<file path="src/rtl/fp16_mul_result_stage.sv">
// Registered result stage behind the FP16 multiplier: in-order FIFO with
// per-entry IEEE flags, valid/ready output and sticky CSR flags.
module fp16_mul_result_stage #(
    parameter int DEPTH = 2,
    parameter int TAG_W = 4
) (
    input  logic                       CLK,
    input  logic                       nRST,
    input  logic                       in_valid,
    output logic                       in_ready,
    input  logic [TAG_W-1:0]           in_tag,
    input  logic [15:0]                in_float1,
    input  logic [15:0]                in_float2,
    input  logic [15:0]                in_product,
    output logic                       out_valid,
    input  logic                       out_ready,
    output logic [TAG_W-1:0]           out_tag,
    output logic [15:0]                out_product,
    output logic [4:0]                 out_flags,
    output logic [4:0]                 fflags,
    input  logic                       fflags_clr,
    output logic [$clog2(DEPTH+1)-1:0] count
);

    localparam int PW = (DEPTH > 1) ? $clog2(DEPTH) : 1;
    localparam int CW = $clog2(DEPTH+1);

    typedef struct packed {
        logic [TAG_W-1:0] tag;
        logic [15:0]      prod;
        logic [4:0]       flags;
    } entry_t;

    entry_t          mem_q [DEPTH];
    entry_t          mem_d [DEPTH];
    logic [PW-1:0]   wr_ptr_q, wr_ptr_d;
    logic [PW-1:0]   rd_ptr_q, rd_ptr_d;
    logic [CW-1:0]   count_q, count_d;
    logic [4:0]      fflags_q, fflags_d;
    entry_t          head;
    entry_t          new_entry;
    logic            push, pop;
    logic            nv, of, uf;

    function automatic logic is_snan(input logic [15:0] x);
        return (x[14:10] == 5'h1F) && (|x[9:0]) && !x[9];
    endfunction

    function automatic logic is_inf(input logic [15:0] x);
        return (x[14:10] == 5'h1F) && !(|x[9:0]);
    endfunction

    function automatic logic is_zero(input logic [15:0] x);
        return !(|x[14:0]);
    endfunction

    function automatic logic is_fin(input logic [15:0] x);
        return x[14:10] != 5'h1F;
    endfunction

    function automatic logic [PW-1:0] ptr_inc(input logic [PW-1:0] p);
        return (p == PW'(DEPTH-1)) ? '0 : p + 1'b1;
    endfunction

    assign in_ready = (count_q != CW'(DEPTH));
    assign out_valid = (count_q != '0);
    assign push = in_valid && in_ready;
    assign pop = out_valid && out_ready;
    assign head = mem_q[rd_ptr_q];

    // Flags come from operand classes; the product only tells magnitude.
    always_comb begin
        nv = is_snan(in_float1) | is_snan(in_float2)
           | (is_inf(in_float1) & is_zero(in_float2))
           | (is_zero(in_float1) & is_inf(in_float2));
        of = is_fin(in_float1) & is_fin(in_float2)
           & (in_product[14:10] == 5'h1F);
        uf = is_fin(in_float1) & is_fin(in_float2)
           & !is_zero(in_float1) & !is_zero(in_float2)
           & (in_product[14:10] == 5'h00);
        new_entry.tag = in_tag;
        new_entry.prod = in_product;
        new_entry.flags = {nv, 1'b0, of, uf, of | uf};
    end

    always_comb begin
        mem_d = mem_q;
        wr_ptr_d = wr_ptr_q;
        rd_ptr_d = rd_ptr_q;
        count_d = count_q;
        if (push) begin
            mem_d[wr_ptr_q] = new_entry;
            wr_ptr_d = ptr_inc(wr_ptr_q);
        end
        if (pop) begin
            rd_ptr_d = ptr_inc(rd_ptr_q);
        end
        if (push && !pop) begin
            count_d = count_q + 1'b1;
        end else if (pop && !push) begin
            count_d = count_q - 1'b1;
        end
        fflags_d = (fflags_clr ? 5'b0 : fflags_q) | (pop ? head.flags : 5'b0);
    end

    always_ff @(posedge CLK or negedge nRST) begin
        if (!nRST) begin
            for (int i = 0; i < DEPTH; i++) begin
                mem_q[i] <= '0;
            end
            wr_ptr_q <= '0;
            rd_ptr_q <= '0;
            count_q <= '0;
            fflags_q <= '0;
        end else begin
            mem_q <= mem_d;
            wr_ptr_q <= wr_ptr_d;
            rd_ptr_q <= rd_ptr_d;
            count_q <= count_d;
            fflags_q <= fflags_d;
        end
    end

    assign out_tag = head.tag;
    assign out_product = head.prod;
    assign out_flags = head.flags;
    assign fflags = fflags_q;
    assign count = count_q;

endmodule

</file>
<file path="config.mk">
export PLATFORM = sky130hd
export DESIGN_NAME = fp16_mul_result_stage
export DESIGN_NICKNAME = d
export VERILOG_FILES = /design/src/rtl/fp16_mul_result_stage.sv
export SDC_FILE = /design/constraint.sdc
export NUM_CORES = 1
export LEC_CHECK = 0
export ABC_AREA = 1
export CELL_PAD_IN_SITES_DETAIL_PLACEMENT = 0
export CELL_PAD_IN_SITES_GLOBAL_PLACEMENT = 1
export CORE_MARGIN = 2
export CORE_UTILIZATION = 29
export CTS_CLUSTER_DIAMETER = 40
export DETAILED_ROUTE_END_ITERATION = 7
export HOLD_SLACK_MARGIN = 0.06
export PLACE_DENSITY_LB_ADDON = 0.2
export SYNTH_ARGS = -nofsm -noshare
export SYNTH_HDL_FRONTEND = slang
export SYNTH_SLANG_ARGS = --single-unit
</file>
<file path="constraint.sdc">
create_clock -name CLK -period 1.45 [get_ports CLK]
set_clock_uncertainty 0.05 [all_clocks]
set_input_delay 0.145 -clock CLK [delete_from_list [all_inputs] [get_ports CLK]]
set_output_delay 0.145 -clock CLK [all_outputs]
set_load 0.02 [all_outputs]
</file>
# After elaboration in Yosys (flattened, before gate mapping)
# Index checks and enable logic that the tools add are counted.
# totals
input_bits,57
output_inout_bits,34
wordCells,75
regBits,59
# op_classes
magnitude_cmp,3
addsub,4
n_mux,12
eq_ne,6
reduce_logical,26
bitwise_logic,14
# op_table
op,n
$mux 25,4
$bwmux 50,1
$reduce_or 15->1,2
$demux 25 s1,1
$reduce_or 10->1,2
$eq 5x5->1 const B,3
$logic_and 1x1->1,11
$mux 5,2
$ne 5x5->1 const B,2
$logic_not 1->1,8
$and 1x1->1,7
$logic_not 5->1,1
$or 5x5->5,1
$ge 2x2->1 const B,2
$mux 2,2
$not 1->2,2
$or 1x1->1,4
$reduce_bool 2->1,2
$add 1x1->1 const B,2
$add 2x1->2 const B,1
$lt 2x1->1 const B,1
$mux 1,2
$ne 2x2->1 const B,1
$sub 2x1->2 const B,1

# Logic depth before layout (Yosys ltp)
# Gate-level depths: netlist of the first run.
# depth
depth_word,7
depth_mapped,9
mapped_depth_nobuf,9

# Worst setup path after synthesis of the first run
# Ideal clock, no wire load.
# synth_path
path_type,register -> register
startpoint,register count_q[1] (netlist: count[1])
endpoint,register count_q[1] (netlist: count[1])
required_ps,1269
synth_period_minus_slack_ps,1744
setup_ps,131
n_path_buf,0
path_stages_with_launch,8
t_arrival_ps,1563
slack_ps,-294
cell_sequence,dfrtp_1 inv_1 nand2_1 nand2_1 ha_1 a21oi_1 o21ai_0 xor2_1
# synth_via
elab_chain_len,5
elab_cells_between_ends,13
classes_between,add/sub (2); eq/ne (1); mux (2); reduce/logical (8)
# synth_rtl
item,line,rtl
start: declaration,38,"logic [CW-1:0] count_q, count_d;"
start signal: assignment,119,count_q <= count_d;
$reduce_bool 2->1 *,66,assign out_valid = (count_q != '0);
via out_valid,15,"output logic out_valid,"
$logic_and 1x1->1 *,68,assign pop = out_valid && out_ready;
$logic_not 1->1,98,if (push && !pop) begin
$logic_and 1x1->1,98,
$mux 2 / $reduce_bool 2->1 (equally long branches),n/a,
# Mark *: on every way through the listed nets, which the timed path passes. The rest lies on a longest branch. The select of a mux whose other input is x is not followed.
# A chain may end at the register's enable or synchronous reset.

# Worst setup path after layout of the first run
# layout_path
startpoint,register rd_ptr_q
endpoint,output out_tag[3]
# layout_via
elab_chain_len,4
# layout_rtl
item,line,rtl
start: declaration,37,"logic [PW-1:0] rd_ptr_q, rd_ptr_d;"
start signal: assignment,118,rd_ptr_q <= rd_ptr_d;
$not 1->2 (implied by the code),69,assign head = mem_q[rd_ptr_q];
$mux 25 (implied by the code) (3 in series),69,
end: declaration,17,"output logic [TAG_W-1:0] out_tag,"
# No other way between the ends. The select of a mux whose other input is x is not followed.

==> qor.csv, run 1 <==
stage;metric;value;unit
outcome;outcome;finished with violations;
outcome;failing checks;negative setup slack;
floorplan;Die ar.;10400;µm²
worst_setup_path;worst path bufs/invs;2;
grt;total gr overflow;0;
placed_design;I/O Buffers;87;
worst_setup_path;WP depth;3;
drt;initial detailed-routing violation count;98;
floorplan;I/O pin count;91;
final_layout;synthesis-to-finish area growth;46.6;%
floorplan;die width;102;µm
worst_setup_path;CP cell instances;buf_12 > o21ai_0 > buf_2;
power_and_ir_drop;P per Cell Area;1960;nW/µm²
drt;DR WL/cell;11.4;µm
power_and_ir_drop;Peak VDD IR;0.643;mV
drt;Vias;2566;
grt;vias in the first global route;2484;
drt;drt total wl;6800;µm
yosys;number of synthesized register bits;57;
yosys;total number of yosys warnings;0;
yosys;Mean Syn Cell Area;7.71;µm²
worst_setup_path;Slowest Stage Delay on Critical Path;0.42;ns
clocking;clock transition at the registers of the reported paths;0.07;ns
grt;GR Layer Usage met1;17.3;%
grt;met2 GRT Util;23.6;%
timing;unrepaired setup endpoints after global routing;yes;
worst_setup_path;Worst Setup End Kind;primary output;
clocking;Skew-Pair Late Insertion Delay;0.34;ns
placed_design;hpwl dp;4830;µm
floorplan;core area;9280;µm²
clocking;H-tree Lvls;3;
yosys;synth top area cells;dfrtp_1 51%, nand2_1 20%, o21ai_0 8.5%;
worst_setup_path;crit path kind;reg -> out;
timing;Fin Hold WS;0.300;ns
final_layout;Design Area, Final;4070;µm²
yosys;Yosys top cell by area;dfrtp_1;
placed_design;global placer's final weighted congestion;0.715;
clocking;CTS Buffer Depth;2;
grt;first-pass GRT wire length;11400;µm
clocking;CTS Buf Count;9;
grt;initial antenna violation count;0;
worst_setup_path;crit start category;flip-flop;
yosys;Mapped Cells;360;
drt;First-pass DRT Iterations;4;
timing;Final Setup Violations;20;
timing;FMAX;662;MHz
timing;fin. max-slew vios;0;
grt;GRT Max-Usage Layer;met2;
floorplan;row count;35;
final_layout;final core occ;43.8;%
worst_setup_path;Worst R2R Start;count[0];
yosys;Synth top area share;51.4;%
worst_setup_path;reg-to-reg slack, setup;0.06;ns
worst_setup_path;CP Data Required Time;1.25;ns
clocking;TritonCTS clock tree;built;
worst_setup_path;Slowest-stage cell, CP;dfrtp_1;
power_and_ir_drop;Static Leak;1.97;nW
flow_run;Max Cap Viol;0;
worst_setup_path;Crit Path Max Fanout;39;
worst_setup_path;Worst Setup SP;rd_ptr_q;
placed_design;Cell Area, Placed;3880;µm²
yosys;Seq/Total Area, Yosys;51.4;%
grt;M3 GR Usage;2.94;%
timing;setup ws final;-0.0616;ns
worst_setup_path;CP Data Arrival Time;1.32;ns
clocking;CTS root buffer;clkbuf_8;
final_layout;nets;521;
final_layout;layout cells sized above 1;18.4;%
worst_setup_path;Reg2Reg Depth;8;
power_and_ir_drop;Design Power;7.97;mW
timing;Final min period;1.51;ns
final_layout;n_diodes;0;
timing;final worst-path cycle share;104;%
grt;GRT Total Usage;14.1;%
drt;antenna-violating nets left;0;
placed_design;pre-CTS setup slack;-0.284;ns
drt;Vias/cell;4.31;
floorplan;initial core utilization;29.9;%
grt;pin count of the biggest net entering global routing;58;
drt;# DRC;0;
clocking;# clock sinks;57;
timing;Final Hold Vio Count;0;
yosys;syn_nets;418;
floorplan;Die Ht;102;µm
yosys;Cell variety after synth;25;
worst_setup_path;CP delay by family, top;flip-flops;
yosys;cell area after synthesis;2780;µm²
worst_hold_path;HP Class;in -> async;
registers in the layout, indices dropped and copies added, names as in the netlist:
signal / count
mem_q: 48
wr_ptr_q: 1
fflags: 5
count: 2
rd_ptr_q: 1
report_power, final:
group / internal, mW / total [mW] / leakage [nW] / switching [mW]
Clock: 0.601 / 1.23 / 0.0789 / 0.630
Combinational: 1.72 / 4.11 / 1.18 / 2.39
Sequential: 2.29 / 2.63 / 0.711 / 0.337
Total: 4.61 / 7.97 / 1.97 / 3.36
repair_timing:
action	in CTS	in global routing
pin swaps	0	5
endpoints found under the setup margin	39	27
gates cloned	0	0
hold buffers	1	0
endpoints found under the hold margin	57	0
setup buffers	1	2
resized for setup	168	18
tightest hold or removal path, cell delays in order:
cell	delay (ns)
dlygate4sd3_1	0.53
buf_2	0.12
buf_12	0.28
synthesized netlist by cell type, drive strengths merged:
cell      n
nor2     30
buf      12
nand3     5
a21oi     2
o21ai    52
clkbuf    2
conb      1
a21boi    2
ha        1
dfrtp    57
nand2   148
o21a      1
xnor2     1
nand4     1
xor2      2
inv      42
or2       1
cells by family after synthesis:
| kind of cell | after synthesis | share of synthesized area, % |
|---|---|---|
| AO/OA/AOI/OAI | 57 | 11.0 |
| XOR/XNOR | 3 | 0.947 |
| adder cells (fa/ha/maj) | 1 | 0.451 |
| buffers and inverters | 56 | 9.60 |
| flip-flops | 57 | 51.4 |
| other | 1 | 0.135 |
| AND/OR/NAND/NOR | 185 | 26.5 |
per-layer routing:
layer | routed length (µm) | vias to the layer above
li1 | - | 1300
met1 | 3060 | 1169
met2 | 3200 | 84
met3 | 396 | 13
met4 | 142 | 0
met5 | 0 | -
cell usage in the layout, fill, tap and decap left out, drive strengths merged:
cell,instances
a21boi,2
a21oi,2
buf,43
clkbuf,13
clkdlybuf4s50,53
clkinv,3
clkinvlp,1
conb,1
dfrtp,57
dlygate4sd2,7
dlygate4sd3,1
ha,1
inv,42
nand2,148
nand3,5
nand4,1
nor2,30
o21a,1
o21ai,52
or2,1
xnor2,1
xor2,2
cell type report:
cell class                      count  area (µm²)
Clock buffer                       11         131
Sequential cell                    57        1430
Multi-Input combinational cell    247        1170
Tap cell                          129         161
Fill cell                         997        5220
Clock inverter                      4        22.5
Timing Repair Buffer              106         985
Inverter                           42         168
metrics by stage:
stage	setup TNS, ns	std cells
after floorplan	-0.0281	360
after global placement	-3.83	577
after detailed placement	-4.52	577
after CTS	-1.36	594
after global routing	-2.62	596
final	-0.743	596
final timing paths:
kind                              endpoint
worst min register to register   mem_q[16]
worst min-delay path             mem_q[36]
min in group CLK                  mem_q[9]
max in group asynchronous        mem_q[15]
worst max-delay path            out_tag[3]
worst max register to register    count[1]
No activity file was read; power rests on OpenSTA's default activity.
==> inputs of run 2 (changes only) <==
--- a/config.mk
+++ b/config.mk
@@ -14,6 +14,7 @@
 export DETAILED_ROUTE_END_ITERATION = 7
 export HOLD_SLACK_MARGIN = 0.06
 export PLACE_DENSITY_LB_ADDON = 0.2
+export SLEW_MARGIN = 10
 export SYNTH_ARGS = -nofsm -noshare
 export SYNTH_HDL_FRONTEND = slang
 export SYNTH_SLANG_ARGS = --single-unit
==> constraint.sdc (replaced) <==
create_clock -name CLK -period 1.45 [get_ports CLK]
set_clock_uncertainty 0.05 [all_clocks]
set_input_delay 0.145 -clock CLK [delete_from_list [all_inputs] [get_ports CLK]]
set_output_delay 0.145 -clock CLK [all_outputs]
set_load 0.01 [all_outputs]
==> qor.csv, run 2 (synthesis gave the netlist of run 1 again) <==
stage;metric;value;unit;change
grt;met2 GRT Util;22.1;%;-1.5 points
power_and_ir_drop;Static Leak;2.01;nW;+2.1%
drt;Vias/cell;4.17;;-3.1%
worst_setup_path;Worst R2R Start;count[0];;
final_layout;n_diodes;0;;unchanged
drt;First-pass DRT Iterations;4;;unchanged
final_layout;nets;520;;-0.19%
worst_hold_path;HP Class;in -> async;;
timing;unrepaired setup endpoints after global routing;yes;;
power_and_ir_drop;Design Power;7.68;mW;-3.6%
clocking;# clock sinks;57;;unchanged
timing;Fin Hold WS;0.302;ns;+0.00197 ns
timing;fin. max-slew vios;0;;unchanged
grt;GRT Max-Usage Layer;met2;;
floorplan;row count;35;;unchanged
clocking;CTS Buf Count;9;;unchanged
floorplan;I/O pin count;91;;unchanged
floorplan;Die Ht;102;µm;unchanged
power_and_ir_drop;P per Cell Area;1870;nW/µm²;-4.5%
floorplan;Die ar.;10400;µm²;unchanged
grt;total gr overflow;0;;unchanged
timing;FMAX;685;MHz;+3.5%
timing;setup ws final;-0.0104;ns;+0.0512 ns
worst_setup_path;Worst Setup SP;rd_ptr_q;;
grt;M3 GR Usage;3.56;%;+0.62 points
worst_setup_path;crit path kind;reg -> out;;
timing;Final Hold Vio Count;0;;unchanged
grt;vias in the first global route;2410;;-3.0%
floorplan;core area;9280;µm²;unchanged
grt;initial antenna violation count;0;;unchanged
clocking;clock transition at the registers of the reported paths;0.07;ns;about the same
worst_setup_path;Worst Setup End Kind;primary output;;
drt;# DRC;0;;unchanged
grt;GRT Total Usage;13.7;%;-0.38 points
final_layout;most common cell after layout, fill and taps aside;nand2_1;;
placed_design;hpwl dp;4740;µm;-1.9%
clocking;CTS root buffer;clkbuf_8;;
clocking;Skew-Pair Late Insertion Delay;0.33;ns;about the same
drt;drt total wl;6750;µm;-0.75%
drt;DR WL/cell;11.3;µm;-0.58%
timing;final setup TNS;-0.0250;ns;+0.718 ns
timing;Final Setup Violations;3;;-85%
final_layout;synthesis-to-finish area growth;47.9;%;
drt;initial detailed-routing violation count;97;;-1.0%
final_layout;most flop-heavy register;mem_q;;
outcome;outcome;finished with violations;;
clocking;H-tree Lvls;3;;unchanged
drt;Vias;2482;;-3.3%
placed_design;I/O Buffers;87;;unchanged
floorplan;initial core utilization;29.9;%;unchanged
clocking;CTS Buffer Depth;2;;unchanged
final_layout;layout cells sized above 1;20.8;%;+2.4 points
power_and_ir_drop;Peak VDD IR;0.467;mV;-27%
final_layout;final core occ;44.2;%;+0.39 points
grt;pin count of the biggest net entering global routing;58;;unchanged
outcome;failing checks;negative setup slack;;
final_layout;max reg flops;48;;unchanged
clocking;TritonCTS clock tree;built;;
worst_setup_path;crit start category;flip-flop;;
worst_setup_path;Crit Path Max Fanout;18;;-54%
final_layout;commonest non-fill, non-tap cells in the layout;135 x nand2_1, 56 x dfrtp_1, 55 x clkdlybuf4s50_1;;
floorplan;die width;102;µm;unchanged
grt;GR Layer Usage met1;17.5;%;+0.14 points
placed_design;global placer's final weighted congestion;0.701;;-2.1%
drt;antenna-violating nets left;0;;unchanged
grt;first-pass GRT wire length;11100;µm;-3.0%
worst_setup_path;CP Data Required Time;1.25;ns;about the same
timing;Final min period;1.46;ns;-0.0512 ns
flow_run;Max Cap Viol;0;;unchanged
timing;final worst-path cycle share;101;%;-3.5 points
worst_setup_path;CP Data Arrival Time;1.27;ns;-0.05 ns
run 2: cell types whose count changed in the layout (fill, tap and decap cells not counted), sizes merged:
cell,previous run,this run
buf,43,38
clkbuf,13,16
clkdlybuf4s50,53,55
clkinvlp,1,0
dlygate4sd2,7,4
dlymetal6s2s,0,3
run 2: layer usage:
metal  wire (µm)  up-vias
li1            -     1306
met1        3090     1099
met2        3150       70
met3         410        7
met4         100        0
met5           0        -
run 2: critical path, stage by stage, from the launching register on:
cell and delay, ns:
dfrtp_2 0.45, buf_6 0.17, o21ai_0 0.16, buf_2 0.15
run 2: worst paths after layout:
kind,end,slack [ns],cells past startpoint
setup reg to reg,count[1],0.05,8
max in group asynchronous,rd_ptr_q,0.77,3
setup / recovery,out_product[7],-0.01,3
hold reg to reg,mem_q[9],0.42,2
hold / removal,mem_q[8],0.30,3
min in group CLK,mem_q[23],0.34,3
run 2: final cells by class:
cell class	count	area (µm²)
clock inverters	3	15.0
flip-flops and latches	57	1430
repair buffers	105	975
inverters	42	165
well taps	129	161
multi-input cells	247	1190
fillers	969	5180
clock buffers	12	165
run 2: power breakdown:
group          total, mW  switching [mW]  leakage (nW)  internal [mW]
clock               1.36           0.618        0.0980          0.741
sequential          2.62           0.330         0.712           2.29
combinational       3.70            2.04          1.20           1.67
total               7.68            2.98          2.01           4.70
run 2: stage by stage:
stage / instances / instance area [µm²] / setup slack, ns
after global routing: 595 / 4100 / -0.0630
after global placement: 578 / 3880 / -0.158
final: 595 / 4100 / -0.0104
after detailed placement: 578 / 3880 / -0.185
after CTS: 594 / 4020 / -0.175
after floorplan: 360 / 2800 / 0.00117
run 2: timing repair:
item / 4_1_cts / 5_1_grt
pin swaps: 0 / 6
setup endpoints to repair: 32 / 29
hold buffers: 1 / 0
resized for setup: 107 / 54
buffers inserted: 0 / 2
hold endpoints to repair: 57 / 0
==> inputs of run 3 (changes only) <==
--- a/config.mk
+++ b/config.mk
@@ -8,6 +8,7 @@
 export ABC_AREA = 1
 export CELL_PAD_IN_SITES_DETAIL_PLACEMENT = 0
 export CELL_PAD_IN_SITES_GLOBAL_PLACEMENT = 1
+export CORE_ASPECT_RATIO = 1.5
 export CORE_MARGIN = 2
 export CORE_UTILIZATION = 29
 export CTS_CLUSTER_DIAMETER = 40
==> constraint.sdc (replaced) <==
create_clock -name CLK -period 1.45 [get_ports CLK]
set_clock_uncertainty 0.05 [all_clocks]
set_input_delay 0.145 -clock CLK [delete_from_list [all_inputs] [get_ports CLK]]
set_output_delay 0.145 -clock CLK [all_outputs]
set_load 0.1 [all_outputs]
==> qor.csv, run 3 (synthesis gave the netlist of run 1 again) <==
stage;metric;value;unit;change
drt;# DRC;0;;unchanged
clocking;CTS root buffer;clkbuf_16;;
grt;pin count of the biggest net entering global routing;31;;-47%
grt;GRT Total Usage;14.6;%;+0.87 points
timing;Final Hold Vio Count;0;;unchanged
clocking;CTS Buf Count;9;;unchanged
clocking;Skew-Pair Late Insertion Delay;0.32;ns;about the same
clocking;H-tree Lvls;3;;unchanged
grt;vias in the first global route;2533;;+5.1%
placed_design;I/O Buffers;87;;unchanged
final_layout;most common cell after layout, fill and taps aside;nand2_1;;
final_layout;Design Area, Final;5070;µm²;+24%
timing;unrepaired setup endpoints after global routing;yes;;
floorplan;I/O pin count;91;;unchanged
worst_setup_path;Worst R2R Start;count[0];;
worst_setup_path;Crit Path Max Fanout;15;;-3
timing;setup ws final;-0.141;ns;-0.130 ns
drt;Vias;2651;;+6.8%
placed_design;global placer's final weighted congestion;0.734;;+4.7%
final_layout;commonest non-fill, non-tap cells in the layout;138 x nand2_1, 54 x dfrtp_1, 53 x clkdlybuf4s50_1;;
worst_setup_path;CP Data Arrival Time;1.40;ns;+0.13 ns
outcome;failing checks;negative setup slack;;
floorplan;core area;9250;µm²;-0.32%
worst_setup_path;Critical R2R Capture;count[1];;
worst_setup_path;crit path kind;reg -> out;;
final_layout;nets;537;;+3.3%
worst_setup_path;Worst Setup End Kind;primary output;;
drt;DR WL/cell;12.6;µm;+11%
worst_setup_path;Slowest-stage cell, CP;dfrtp_2;;
floorplan;row count;43;;+23%
worst_setup_path;CP cell instances;buf_16 > o21ai_4 > buf_12;;
timing;Final Setup Violations;27;;+24
worst_setup_path;Reg2Reg Depth;8;;unchanged
worst_setup_path;CP delay by family, top;flip-flops;;
drt;antenna-violating nets left;0;;unchanged
floorplan;Die ar.;10400;µm²;+0.15%
drt;drt total wl;7530;µm;+12%
floorplan;die width;83.9;µm;-18%
worst_setup_path;worst path bufs/invs;2;;unchanged
worst_setup_path;Slowest Stage Delay on Critical Path;0.48;ns;+0.03 ns
grt;first-pass GRT wire length;11800;µm;+6.9%
grt;initial antenna violation count;0;;unchanged
floorplan;Die Ht;124;µm;+22%
final_layout;most flop-heavy register;mem_q;;
final_layout;n_diodes;0;;unchanged
worst_setup_path;reg-to-reg slack, setup;-0.03;ns;-0.08 ns
final_layout;max reg flops;48;;unchanged
timing;final worst-path cycle share;110;%;+9.0 points
clocking;CTS Buffer Depth;2;;unchanged
flow_run;Max Cap Viol;0;;unchanged
worst_setup_path;crit start category;flip-flop;;
placed_design;Cell Area, Placed;4530;µm²;+17%
outcome;outcome;finished with violations;;
worst_hold_path;HP Class;in -> async;;
floorplan;initial core utilization;30.0;%;+0.097 points
timing;FMAX;629;MHz;-8.2%
placed_design;hpwl dp;5110;µm;+7.9%
drt;First-pass DRT Iterations;5;;+1
final_layout;layout cells sized above 1;27.7;%;+6.9 points
worst_setup_path;CP Data Required Time;1.25;ns;about the same
clocking;# clock sinks;57;;unchanged
clocking;TritonCTS clock tree;built;;
timing;fin. max-slew vios;0;;unchanged
timing;final setup TNS;-2.97;ns;-2.95 ns
timing;Final min period;1.59;ns;+0.130 ns
clocking;clock transition at the registers of the reported paths;0.05;ns;-0.02 ns
final_layout;synthesis-to-finish area growth;82.6;%;
drt;Vias/cell;4.45;;+6.6%
drt;initial detailed-routing violation count;71;;-27%
grt;total gr overflow;0;;unchanged
## run 3: cell types whose count changed in the layout (fill, tap and decap cells not counted), moves of 4 or more
cell           change
buf_12            +34
buf_2             -15
buf_4             +10
clkbuf_16         +10
clkbuf_2           -4
clkbuf_8           -8
dlygate4sd2_1      -4
nand2_2            -4
o21ai_0           -21
o21ai_1           +10
o21ai_2            -9
o21ai_4           +20
## run 3: cell type report
| type | instances | area (µm²) |
|---|---|---|
| fillers | 875 | 4190 |
| repair inverters | 1 | 8.76 |
| well taps | 112 | 140 |
| repair buffers | 121 | 1580 |
| clock inverters | 2 | 35.0 |
| multi-input cells | 247 | 1400 |
| inverters | 42 | 185 |
| flip-flops and latches | 57 | 1440 |
| clock buffers | 14 | 284 |
## run 3: worst max path at each step
| stage | from | endpoint | slack (ns) | cells past startpoint |
|---|---|---|---|---|
| detailed placement | in_valid | mem_q[17] | -0.13 | 6 |
| floorplan | count[0] | count[1] | -0.33 | 8 |
| finish | rd_ptr_q | out_product[6] | -0.14 | 3 |
| global route | rd_ptr_q | out_product[0] | -0.20 | 4 |
| global placement | in_valid | mem_q[1] | -0.11 | 6 |
| CTS | rd_ptr_q | out_product[13] | -0.17 | 3 |
## run 3: timing repair
action,CTS,global route
gates resized for setup,11,5
pin swaps,5,2
buffers inserted,5,5
hold buffers,1,0
endpoints found under the hold margin,57,0
endpoints found under the setup margin,31,68
gates cloned,1,2
## run 3: worst min-delay path, delay by kind of cell
kind | cells | cell delay (ns)
buffers and inverters | 3 | 0.97
## run 3: per-stage QoR
step,utilization (%),hold WS (ns),instances,setup WS [ns]
3_3_place_gp,49.0,0.135,566,-0.108
6_report,54.8,0.345,596,-0.141
3_5_place_dp,49.0,0.138,566,-0.127
5_1_grt,54.8,0.352,596,-0.195
2_1_floorplan,-,-0.201,360,-0.326
4_1_cts,53.5,0.344,589,-0.172
## run 3: routing by layer
layer | track usage, % | share of wire, % | up-vias
met2 | 25.6 | 53 | 72
met1 | 16.9 | 40 | 1226
met3 | 3.38 | 4.7 | 8
met4 | 6.65 | 1.7 | 0
met5 | 0 | 0 | -
li1 | - | - | 1345
Power of run 3 is not shown: default switching activity piles up to over one toggle a cycle in this logic, so the estimate is an artifact.
